===== src/rtl/evo_circuit_tester_if.sv =====
`default_nettype none
// ============================================================================
// Module      : evo_circuit_tester_if
// Description : Bundle of host and circuit-under-test signals for
//               evo_circuit_tester.
//               slave  : the tester (consumes start/expected_tt/dut_out)
//               master : the host/bench side (drives start/expected_tt/dut_out)
// Signals     : start, expected_tt[V], dut_in[N_INPUTS], dut_out, busy, done,
//               error_count[clog2(REPEATS*V+1)], result_tt[V], unstable_mask[V]
// Revision    : 1.0 - initial release
// ============================================================================
interface evo_circuit_tester_if #(
    parameter int N_INPUTS = 3,
    parameter int REPEATS  = 2
);
    localparam int V  = 2 ** N_INPUTS;
    localparam int EW = $clog2(REPEATS * V + 1);

    logic                start;
    logic [V-1:0]        expected_tt;
    logic [N_INPUTS-1:0] dut_in;
    logic                dut_out;
    logic                busy;
    logic                done;
    logic [EW-1:0]       error_count;
    logic [V-1:0]        result_tt;
    logic [V-1:0]        unstable_mask;

    modport slave (
        input  start, expected_tt, dut_out,
        output dut_in, busy, done, error_count, result_tt, unstable_mask
    );

    modport master (
        output start, expected_tt, dut_out,
        input  dut_in, busy, done, error_count, result_tt, unstable_mask
    );
endinterface
`default_nettype wire


===== src/rtl/evo_circuit_tester.sv =====
`default_nettype none
// ============================================================================
// Module      : evo_circuit_tester
// Description : Sequencer that sweeps every input vector of an evolved
//               combinational circuit, waits a settle time, samples its
//               (2-flop synchronized) output and scores it against a target
//               truth table over REPEATS passes.
// Ports       : clk    - clock
//               reset  - asynchronous active-high reset
//               bus    - evo_circuit_tester_if.slave (start, expected_tt,
//                        dut_in, dut_out, busy, done, error_count,
//                        result_tt, unstable_mask)
// Options     : EVO_TESTER_UNSTABLE_EN - when defined, unstable_mask flags
//               vectors whose output differs from the repeat-0 sample;
//               otherwise unstable_mask is tied to 0.
// Revision    : 1.0 - initial release
// ============================================================================
module evo_circuit_tester #(
    parameter int N_INPUTS      = 3,
    parameter int SETTLE_CYCLES = 4,
    parameter int REPEATS       = 2
) (
    input  wire logic             clk,
    input  wire logic             reset,
    evo_circuit_tester_if.slave   bus
);
    localparam int V  = 2 ** N_INPUTS;
    localparam int EW = $clog2(REPEATS * V + 1);
    localparam int RW = $clog2(REPEATS + 1);

    localparam logic [N_INPUTS-1:0] c_V_LAST = N_INPUTS'(V - 1);
    localparam logic [RW-1:0]       c_R_LAST = RW'(REPEATS - 1);
    localparam logic [7:0]          c_SETTLE = 8'(SETTLE_CYCLES);

    typedef enum logic [2:0] {
        S_IDLE   = 3'd0,
        S_APPLY  = 3'd1,
        S_SETTLE = 3'd2,
        S_SAMPLE = 3'd3,
        S_DONE   = 3'd4
    } state_t;

    state_t              r_state;
    logic [1:0]          r_sync;
    logic [V-1:0]        r_exp;
    logic [N_INPUTS-1:0] r_v;
    logic [RW-1:0]       r_r;
    logic [7:0]          r_cnt;
    logic [N_INPUTS-1:0] r_dut_in;
    logic                r_busy;
    logic                r_done;
    logic [EW-1:0]       r_err;
    logic [V-1:0]        r_result;
`ifdef EVO_TESTER_UNSTABLE_EN
    logic [V-1:0]        r_unstable;
`endif

    logic                w_s;
    assign w_s = r_sync[1];

    always_ff @(posedge clk or posedge reset) begin
        if (reset) begin
            r_state    <= S_IDLE;
            r_sync     <= '0;
            r_exp      <= '0;
            r_v        <= '0;
            r_r        <= '0;
            r_cnt      <= '0;
            r_dut_in   <= '0;
            r_busy     <= 1'b0;
            r_done     <= 1'b0;
            r_err      <= '0;
            r_result   <= '0;
`ifdef EVO_TESTER_UNSTABLE_EN
            r_unstable <= '0;
`endif
        end else begin
            r_sync <= {r_sync[0], bus.dut_out};
            r_done <= 1'b0;
            case (r_state)
                S_IDLE: begin
                    if (bus.start) begin
                        // Table is latched so host-side changes mid-run are invisible.
                        r_exp      <= bus.expected_tt;
                        r_err      <= '0;
                        r_result   <= '0;
`ifdef EVO_TESTER_UNSTABLE_EN
                        r_unstable <= '0;
`endif
                        r_v        <= '0;
                        r_r        <= '0;
                        r_busy     <= 1'b1;
                        r_state    <= S_APPLY;
                    end
                end
                S_APPLY: begin
                    r_dut_in <= r_v;
                    r_cnt    <= c_SETTLE;
                    r_state  <= S_SETTLE;
                end
                S_SETTLE: begin
                    // Stays here exactly SETTLE_CYCLES cycles; the two
                    // synchronizer stages fill during this window.
                    if (r_cnt == 8'd1) begin
                        r_state <= S_SAMPLE;
                    end else begin
                        r_cnt <= r_cnt - 8'd1;
                    end
                end
                S_SAMPLE: begin
                    if (w_s != r_exp[r_v]) begin
                        r_err <= r_err + EW'(1);
                    end
                    if (r_r == '0) begin
                        r_result[r_v] <= w_s;
                    end
`ifdef EVO_TESTER_UNSTABLE_EN
                    else if (w_s != r_result[r_v]) begin
                        r_unstable[r_v] <= 1'b1;
                    end
`endif
                    if (r_v == c_V_LAST) begin
                        r_v <= '0;
                        if (r_r == c_R_LAST) begin
                            r_state <= S_DONE;
                        end else begin
                            r_r     <= r_r + RW'(1);
                            r_state <= S_APPLY;
                        end
                    end else begin
                        r_v     <= r_v + N_INPUTS'(1);
                        r_state <= S_APPLY;
                    end
                end
                S_DONE: begin
                    // done and the busy fall become visible together.
                    r_done   <= 1'b1;
                    r_busy   <= 1'b0;
                    r_dut_in <= '0;
                    r_state  <= S_IDLE;
                end
                default: begin
                    r_state <= S_IDLE;
                end
            endcase
        end
    end

    assign bus.dut_in        = r_dut_in;
    assign bus.busy          = r_busy;
    assign bus.done          = r_done;
    assign bus.error_count   = r_err;
    assign bus.result_tt     = r_result;
`ifdef EVO_TESTER_UNSTABLE_EN
    assign bus.unstable_mask = r_unstable;
`else
    assign bus.unstable_mask = '0;
`endif

endmodule
`default_nettype wire


===== src/flat_wrapper.sv =====
// flat-port wrapper written by rule: the top's interface ports become plain ports
module evo_circuit_tester_flat 
#(
    parameter int N_INPUTS      = 3,
    parameter int SETTLE_CYCLES = 4,
    parameter int REPEATS       = 2
)
  (clk, reset, bus_start, bus_expected_tt, bus_dut_out, bus_dut_in, bus_busy, bus_done, bus_error_count, bus_result_tt, bus_unstable_mask);
  evo_circuit_tester_if #(.N_INPUTS(N_INPUTS), .REPEATS(REPEATS)) bus_i ();
  input  wire logic clk;
  input  wire logic reset;
  input wire logic [$bits(bus_i.start)-1:0] bus_start;
  input wire logic [$bits(bus_i.expected_tt)-1:0] bus_expected_tt;
  input wire logic [$bits(bus_i.dut_out)-1:0] bus_dut_out;
  output wire logic [$bits(bus_i.dut_in)-1:0] bus_dut_in;
  output wire logic [$bits(bus_i.busy)-1:0] bus_busy;
  output wire logic [$bits(bus_i.done)-1:0] bus_done;
  output wire logic [$bits(bus_i.error_count)-1:0] bus_error_count;
  output wire logic [$bits(bus_i.result_tt)-1:0] bus_result_tt;
  output wire logic [$bits(bus_i.unstable_mask)-1:0] bus_unstable_mask;
  assign bus_i.start = bus_start;
  assign bus_i.expected_tt = bus_expected_tt;
  assign bus_i.dut_out = bus_dut_out;
  assign bus_dut_in = bus_i.dut_in;
  assign bus_busy = bus_i.busy;
  assign bus_done = bus_i.done;
  assign bus_error_count = bus_i.error_count;
  assign bus_result_tt = bus_i.result_tt;
  assign bus_unstable_mask = bus_i.unstable_mask;
  evo_circuit_tester #(.N_INPUTS(N_INPUTS), .SETTLE_CYCLES(SETTLE_CYCLES), .REPEATS(REPEATS)) u_core (.clk(clk), .reset(reset), .bus(bus_i));
endmodule

===== config.mk =====
export PLATFORM = sky130hd
export DESIGN_NAME = evo_circuit_tester_flat
export DESIGN_NICKNAME = d
export VERILOG_FILES = /design/src/rtl/evo_circuit_tester_if.sv /design/src/rtl/evo_circuit_tester.sv /design/src/flat_wrapper.sv
export SDC_FILE = /design/constraint.sdc
export NUM_CORES = 1
export LEC_CHECK = 0
export CAP_MARGIN = 5
export CELL_PAD_IN_SITES_DETAIL_PLACEMENT = 1
export CELL_PAD_IN_SITES_GLOBAL_PLACEMENT = 1
export CORE_MARGIN = 2
export CORE_UTILIZATION = 44
export DETAILED_ROUTE_END_ITERATION = 7
export PLACE_DENSITY_LB_ADDON = 0.25
export SLEW_MARGIN = 20
export SYNTH_ARGS = -nofsm -noshare
export SYNTH_HDL_FRONTEND = slang
export SYNTH_SLANG_ARGS = --single-unit

===== constraint.sdc =====
create_clock -name clk -period 3.5 [get_ports clk]
set_input_delay 0.7 -clock clk [delete_from_list [all_inputs] [get_ports clk]]
set_output_delay 0.7 -clock clk [all_outputs]
set_load 0.02 [all_outputs]

==> reports/qor.csv, run 1 <==
stage,metric,value,unit
placement,port_buffers,29,
final_layout,syn_to_final_growth,18.5,%
sta,max_slew_margin,34.4,%
sta,worst_pin_slew,0.979,ns
final_layout,layout_commonest_cell,dfrtp_1,
global_routing,grt_usage,18.9,%
setup_path,reg2reg_from,u_core.r_v[0],
sta,rsz0062_at_grt,no,
setup_path,reg2reg_depth,5,
setup_path,slowest_delay,0.70,ns
sta,finalSetupViolations,0,
route,drtAntennaViolNets,0,
clock_network,clk_pin_slew_worst_paths,0.08,ns
synthesis,synth_cell_types,45,
setup_path,crit_fanout,16,
sta,final_max_slew_viol_count,0,
sta,fmax,420,MHz
floorplan,die-height,75.1,um
floorplan,dieArea,5640,um2
clock_network,cts_tree,yes,
final_layout,multiInputGateArea,1020,um2
route,first_pass_iters,4,
synthesis,syn-cell-area,2220,um2
sta,final_hold_viol_count,0,
clock_network,cts.path.max_buffers,2,
setup_path,r2r_slack,1.12,ns
setup_path,end_kind,register,
setup_path,worstReg2RegEnd,u_core.bus.error_count[3],
pwr,leakage,1.20,nW
clock_network,clockRootBuffer,clkbuf_8,
route,routedWlPerCell,15.4,um
global_routing,grt_pass1_wl,7840,um
clock_network,hold_buffers,0,
floorplan,start_util,46.5,%
pwr,fin_total_pwr,0.00211,W
synthesis,synth-edff-count,0,
setup_path,cp-start-kind,register,
route,dr_total_vias,1655,
synthesis,synth_area_per_cell,9.97,um2
synthesis,async_reset_ff_share,100,%
setup_path,crit_chain,mux4_2 -> mux2_4 -> xnor2_2 -> or4_1 -> nand3_1,
global_routing,antenna_found_initial,0,
global_routing,grt_pass1_vias,1626,
clock_network,ctsResizeCount,0,
final_layout,regArea,1100,um2
final_layout,fin_nets,268,
setup_path,crit_arrival,2.61,ns
sta,skew,0.00625,ns
clock_network,cts_max_level,2,
synthesis,yosys_warnings,0,
placement,dp_hpwl,3520,um
sta,finalCritPeriodShare,68.1,%
placement,dpl_worst_slack,1.11,ns
route,wirelength,4850,um
floorplan,core.rowCount,25,
clock_network,cts_setup_buffers,0,
final_layout,drive_above_1_share,7.66,%
sta,layout_setup_ws,1.12,ns
final_layout,final_cell_mix,"44 x dfrtp_1, 38 x nand2_1, 29 x clkdlybuf4s50_1",
final_layout,num_antenna_cells,0,
pwr,cellPowerDensity,803,nW/um2
final_layout,final_core_util,55.0,%
floorplan,fp.coreArea,4790,um2
min_path,worstHoldStart,u_core.r_sync[0],
synthesis,synth-seq-cells,44,
setup_path,cp_data_required_time,3.73,ns
synthesis,synth_seq_area_share,49.5,%
floorplan,io_pins,38,
clock_network,clock_latency,0.29,ns
clock_network,clkSinkCount,44,
placement,place.gp.congestion,0.784,
pwr,ir_drop,0.314,mV
route,drt-initial-drc-count,65,
min_path,hold_class,reg -> reg,
synthesis,synth_cells,223,
sta,layout_min_cycle_time,2.38,ns
route,drc_errors,0,
flow_run,maxCapViolations,0,
min_path,hold_end,u_core.r_sync[1],
outcome,status,completed,
route,via_per_inst,5.25,
global_routing,grt_max_degree,32,
global_routing,grt_overflow_total,0,
setup_path,worst_path_max_delay_cell,dfrtp_1,
floorplan,die-width,75.1,um
min_path,holdPathStages,0,
setup_path,path_class,reg -> reg,
clock_network,numCtsBuffers,5,
synthesis,synthFlopType,dfrtp_1,
final_layout,nFillCells,557,
sta,fin_setup_tns,0,ns
[worst max-delay path by stage]
stage | start | end
2_1_floorplan | u_core.r_v[0] | u_core.bus.error_count[3]
3_3_place_gp | bus_start | u_core.bus.error_count[0]
3_5_place_dp | bus_start | u_core.bus.error_count[0]
4_1_cts | u_core.r_v[0] | u_core.bus.error_count[3]
5_1_grt | u_core.r_v[0] | u_core.bus.error_count[3]
6_report | u_core.r_v[0] | u_core.bus.error_count[3]
[sequential cells by signal, summed over array words and instances, names as in the netlist]
| register | count |
|---|---|
| u_core.r_r | 2 |
| u_core.bus.done | 1 |
| u_core.r_exp | 8 |
| u_core.r_v | 3 |
| u_core.r_cnt | 8 |
| u_core.bus.result_tt | 8 |
| u_core.r_sync | 2 |
| u_core.r_state | 3 |
| u_core.bus.error_count | 5 |
| u_core.bus.dut_in | 3 |
| u_core.bus.busy | 1 |
[final cells by class]
class / instances / area share, %
clock buffer: 5 / 2.61
clock inverter: 1 / 1.14
inverter: 7 / 1.05
multi-input combinational: 160 / 38.6
sequential: 44 / 41.8
tap: 67 / 3.18
timing repair buffer: 31 / 11.6
[report_power, final]
group	total, W	switching (W)	internal, W
Combinational	0.000912	0.000508	0.000404
Clock	0.000363	0.000158	0.000205
Sequential	0.000840	0.000178	0.000661
Total	0.00211	0.000844	0.00127
[worst max-delay path, delay by kind of cell (launching register included)]
kind             cells  cell delay [ns]
flip-flops           1             0.70
multiplexers         2             0.90
XOR/XNOR             1             0.15
AND/OR/NAND/NOR      2             0.57
[cells in the mapped netlist, types with 2 or more instances]
| library cell | instances | area (um2) |
|---|---|---|
| inv_1 | 7 | 26.3 |
| a21oi_1 | 6 | 30.0 |
| dfrtp_1 | 44 | 1100 |
| nand2_1 | 38 | 143 |
| o21ai_1 | 8 | 40.0 |
| mux4_2 | 2 | 45.0 |
| and2_1 | 2 | 12.5 |
| nand3_1 | 4 | 20.0 |
| o31ai_1 | 4 | 30.0 |
| nor2b_1 | 2 | 12.5 |
| mux2_2 | 2 | 22.5 |
| buf_2 | 2 | 10.0 |
| nor3_1 | 4 | 20.0 |
| nor2_1 | 18 | 67.6 |
| mux2i_1 | 2 | 20.0 |
| o211ai_1 | 3 | 22.5 |
| nand4_1 | 2 | 12.5 |
| nor4b_1 | 2 | 17.5 |
| a22o_1 | 9 | 78.8 |
| nand3b_1 | 2 | 15.0 |
| xor2_1 | 6 | 52.6 |
| buf_4 | 8 | 60.1 |
| o21ai_0 | 7 | 35.0 |
| ha_1 | 7 | 87.6 |
| nand2b_1 | 5 | 31.3 |
| clkbuf_1 | 8 | 30.0 |
[logic make-up after synthesis]
family	share of synthesized area, %
XOR/XNOR	3.49
buffers and inverters	6.19
adder cells (fa/ha/maj)	3.94
multiplexers	4.61
other	0.169
flip-flops	49.5
AND/OR/NAND/NOR	18.4
AO/OA/AOI/OAI	13.7
[through the flow]
step	cells	hold slack (ns)	instance area (um2)
after global placement	309	0.342	2530
final	315	0.388	2630
after detailed placement	309	0.366	2530
after global routing	315	0.406	2630
after CTS	315	0.391	2630
after floorplan	230	0.331	2250
[per-layer routing]
layer / track usage (%) / vias up / part of all wire (%)
met5: 0 / - / 0
met2: 29.7 / 33 / 47
met3: 4.42 / 6 / 3.4
li1: - / 801 / -
met1: 25.9 / 815 / 48
met4: 6.35 / 0 / 1.2
Note: power is estimated with default switching activity, not from simulation.
==> inputs of run 2 (changes only) <==
--- a/config.mk
+++ b/config.mk
@@ -9,7 +9,7 @@
 export CELL_PAD_IN_SITES_DETAIL_PLACEMENT = 1
 export CELL_PAD_IN_SITES_GLOBAL_PLACEMENT = 1
 export CORE_MARGIN = 2
-export CORE_UTILIZATION = 44
+export CORE_UTILIZATION = 37
 export DETAILED_ROUTE_END_ITERATION = 7
 export PLACE_DENSITY_LB_ADDON = 0.25
 export SLEW_MARGIN = 20
==> constraint.sdc (replaced) <==
create_clock -name clk -period 2.17 [get_ports clk]
set_input_delay 0.434 -clock clk [delete_from_list [all_inputs] [get_ports clk]]
set_output_delay 0.434 -clock clk [all_outputs]
set_load 0.02 [all_outputs]
==> reports/qor.csv, run 2 (synthesized netlist as in run 1, its figures left out) <==
stage,metric,value,unit,change
placement,port_buffers,29,,unchanged
pwr,ir_drop,0.475,mV,was 0.314 mV
pwr,leakage,1.23,nW,was 1.20 nW
sta,worst_pin_slew,0.515,ns,was 0.979 ns
floorplan,start_util,38.0,%,was 46.5%
clock_network,clk_pin_slew_worst_paths,0.08,ns,about the same
global_routing,grt_pass1_wl,8510,um,was 7840 um
route,wirelength,4880,um,was 4850 um
global_routing,grt_usage,16.7,%,was 18.9%
global_routing,grt_pass1_vias,1716,,was 1626
clock_network,clkSinkCount,44,,unchanged
min_path,holdPathStages,0,,unchanged
flow_run,maxCapViolations,0,,unchanged
final_layout,nFillCells,664,,was 557
clock_network,cts_tree,yes,,unchanged
final_layout,drive_above_1_share,10.2,%,was 7.66%
floorplan,die-width,81.5,um,was 75.1 um
clock_network,clockRootBuffer,clkbuf_8,,unchanged
pwr,p_int,0.00207,W,was 0.00127 W
clock_network,cts.path.max_buffers,2,,unchanged
placement,place.gp.congestion,0.740,,was 0.784
global_routing,grt_max_degree,45,,was 32
clock_network,hold_buffers,0,,unchanged
final_layout,layout_commonest_cell,dfrtp_1,,unchanged
sta,rsz0062_at_grt,no,,unchanged
final_layout,num_antenna_cells,0,,unchanged
pwr,power_switching_share,40.1,%,was 39.9%
sta,finalSetupViolations,0,,unchanged
clock_network,clock_latency,0.30,ns,was 0.29 ns
clock_network,ctsResizeCount,0,,unchanged
sta,layout_min_cycle_time,2.01,ns,was 2.38 ns
route,via_per_inst,5.26,,was 5.25
setup_path,path_class,reg -> reg,,unchanged
placement,placedCellCount,324,,was 309
setup_path,cp-start-kind,register,,unchanged
sta,final_max_slew_viol_count,0,,unchanged
floorplan,core.rowCount,28,,was 25
sta,finalCritPeriodShare,92.9,%,was 68.1%
floorplan,fp.coreArea,5850,um2,was 4790 um2
pwr,pwr-share-seq,37.9,%,was 39.7%
placement,dpl_worst_slack,0.170,ns,was 1.11 ns
final_layout,instances_no_fill,331,,was 315
outcome,status,completed,,unchanged
global_routing,grt_overflow_total,0,,unchanged
sta,skew,0.00665,ns,was 0.00625 ns
pwr,cellPowerDensity,1280,nW/um2,was 803 nW/um2
global_routing,antenna_found_initial,0,,unchanged
route,drtAntennaViolNets,0,,unchanged
floorplan,die-height,81.5,um,was 75.1 um
pwr,fin_total_pwr,0.00346,W,was 0.00211 W
route,drc_errors,0,,unchanged
min_path,hold_class,reg -> reg,,unchanged
setup_path,crit_fanout,4,,was 16
setup_path,end_kind,register,,unchanged
sta,final_hold_viol_count,0,,unchanged
sta,max_slew_margin,65.7,%,was 34.4%
setup_path,reg2reg_depth,5,,unchanged
setup_path,crit_arrival,2.25,ns,was 2.61 ns
placement,dp_hpwl,3520,um,about the same
sta,fmax,496,MHz,was 420 MHz
clock_network,cts_setup_buffers,0,,unchanged
pwr,p_switching,0.00139,W,was 0.000844 W
route,first_pass_iters,4,,unchanged
clock_network,cts_max_level,2,,unchanged
floorplan,io_pins,38,,unchanged
pwr,p_comb_share,46.0,%,was 43.1%
final_layout,syn_to_final_growth,21.7,%,was 18.5%
placement,placed_area,2610,um2,was 2530 um2
final_layout,fin_nets,275,,was 268
route,drt-initial-drc-count,58,,was 65
sta,fin_setup_tns,0,ns,unchanged
route,routedWlPerCell,14.7,um,was 15.4 um
final_layout,final_cell_mix,"44 x dfrtp_1, 38 x nand2_1, 29 x clkdlybuf4s50_1",,unchanged
final_layout,fin_area,2710,um2,was 2630 um2
route,dr_total_vias,1741,,was 1655
floorplan,dieArea,6650,um2,was 5640 um2
pwr,p_clk_share,16.1,%,was 17.2%
setup_path,cp_data_required_time,2.40,ns,was 3.73 ns
clock_network,numCtsBuffers,5,,unchanged
sta,layout_setup_ws,0.155,ns,was 1.12 ns
run 2: area by class of cell:
cell class	count	area, um2	share of cell area, %
Sequential cell	44	1100	40.7
Multi-Input combinational cell	160	1020	37.6
Inverter	7	26.3	0.971
Timing Repair Buffer	38	370	13.7
Clock buffer	7	96.3	3.56
Tap cell	75	93.8	3.47
run 2: metal layers:
metal  GRT usage, %  routed length [um]  up-vias
met5              0                   0        -
met4           5.59                  68        0
met3           2.86                 170        8
met2           26.3                2230       33
met1           23.3                2410      880
li1               -                   -      820
run 2: per-stage QoR:
stage	hold slack, ns	utilization (%)
4_1_cts	0.369	46.2
3_3_place_gp	0.339	44.6
3_5_place_dp	0.336	44.6
2_1_floorplan	0.331	-
6_report	0.361	46.2
5_1_grt	0.398	46.2
run 2: critical path, stage by stage, from the launching register on:
cell and delay (ns):
dfrtp_1 0.41, mux4_2 0.51, mux2_4 0.32, xnor2_2 0.15, or4_1 0.48, nand3_1 0.09
run 2: worst paths after layout:
kind / start / endpoint / slack [ns]
worst min register to register: u_core.r_sync[0] / u_core.r_sync[1] / 0.36
max in group asynchronous: reset / u_core.r_cnt[7] / 1.48
worst max register to register: u_core.r_v[0] / u_core.bus.error_count[3] / 0.16
min in group asynchronous: reset / u_core.r_exp[4] / 0.47
worst max-delay path: u_core.r_v[0] / u_core.bus.error_count[3] / 0.16
worst min-delay path: u_core.r_sync[0] / u_core.r_sync[1] / 0.36
run 2: power by group through the flow:
stage | sequential [W] | clock [W] | combinational (W)
global route | 0.00136 | 0.000604 | 0.00179
CTS | 0.00131 | 0.000583 | 0.00162
detailed placement | 0.00133 | 0 | 0.00161
global placement | 0.00132 | 0 | 0.00157
finish | 0.00131 | 0.000558 | 0.00159
floorplan | 0.00133 | 0 | 0.00107
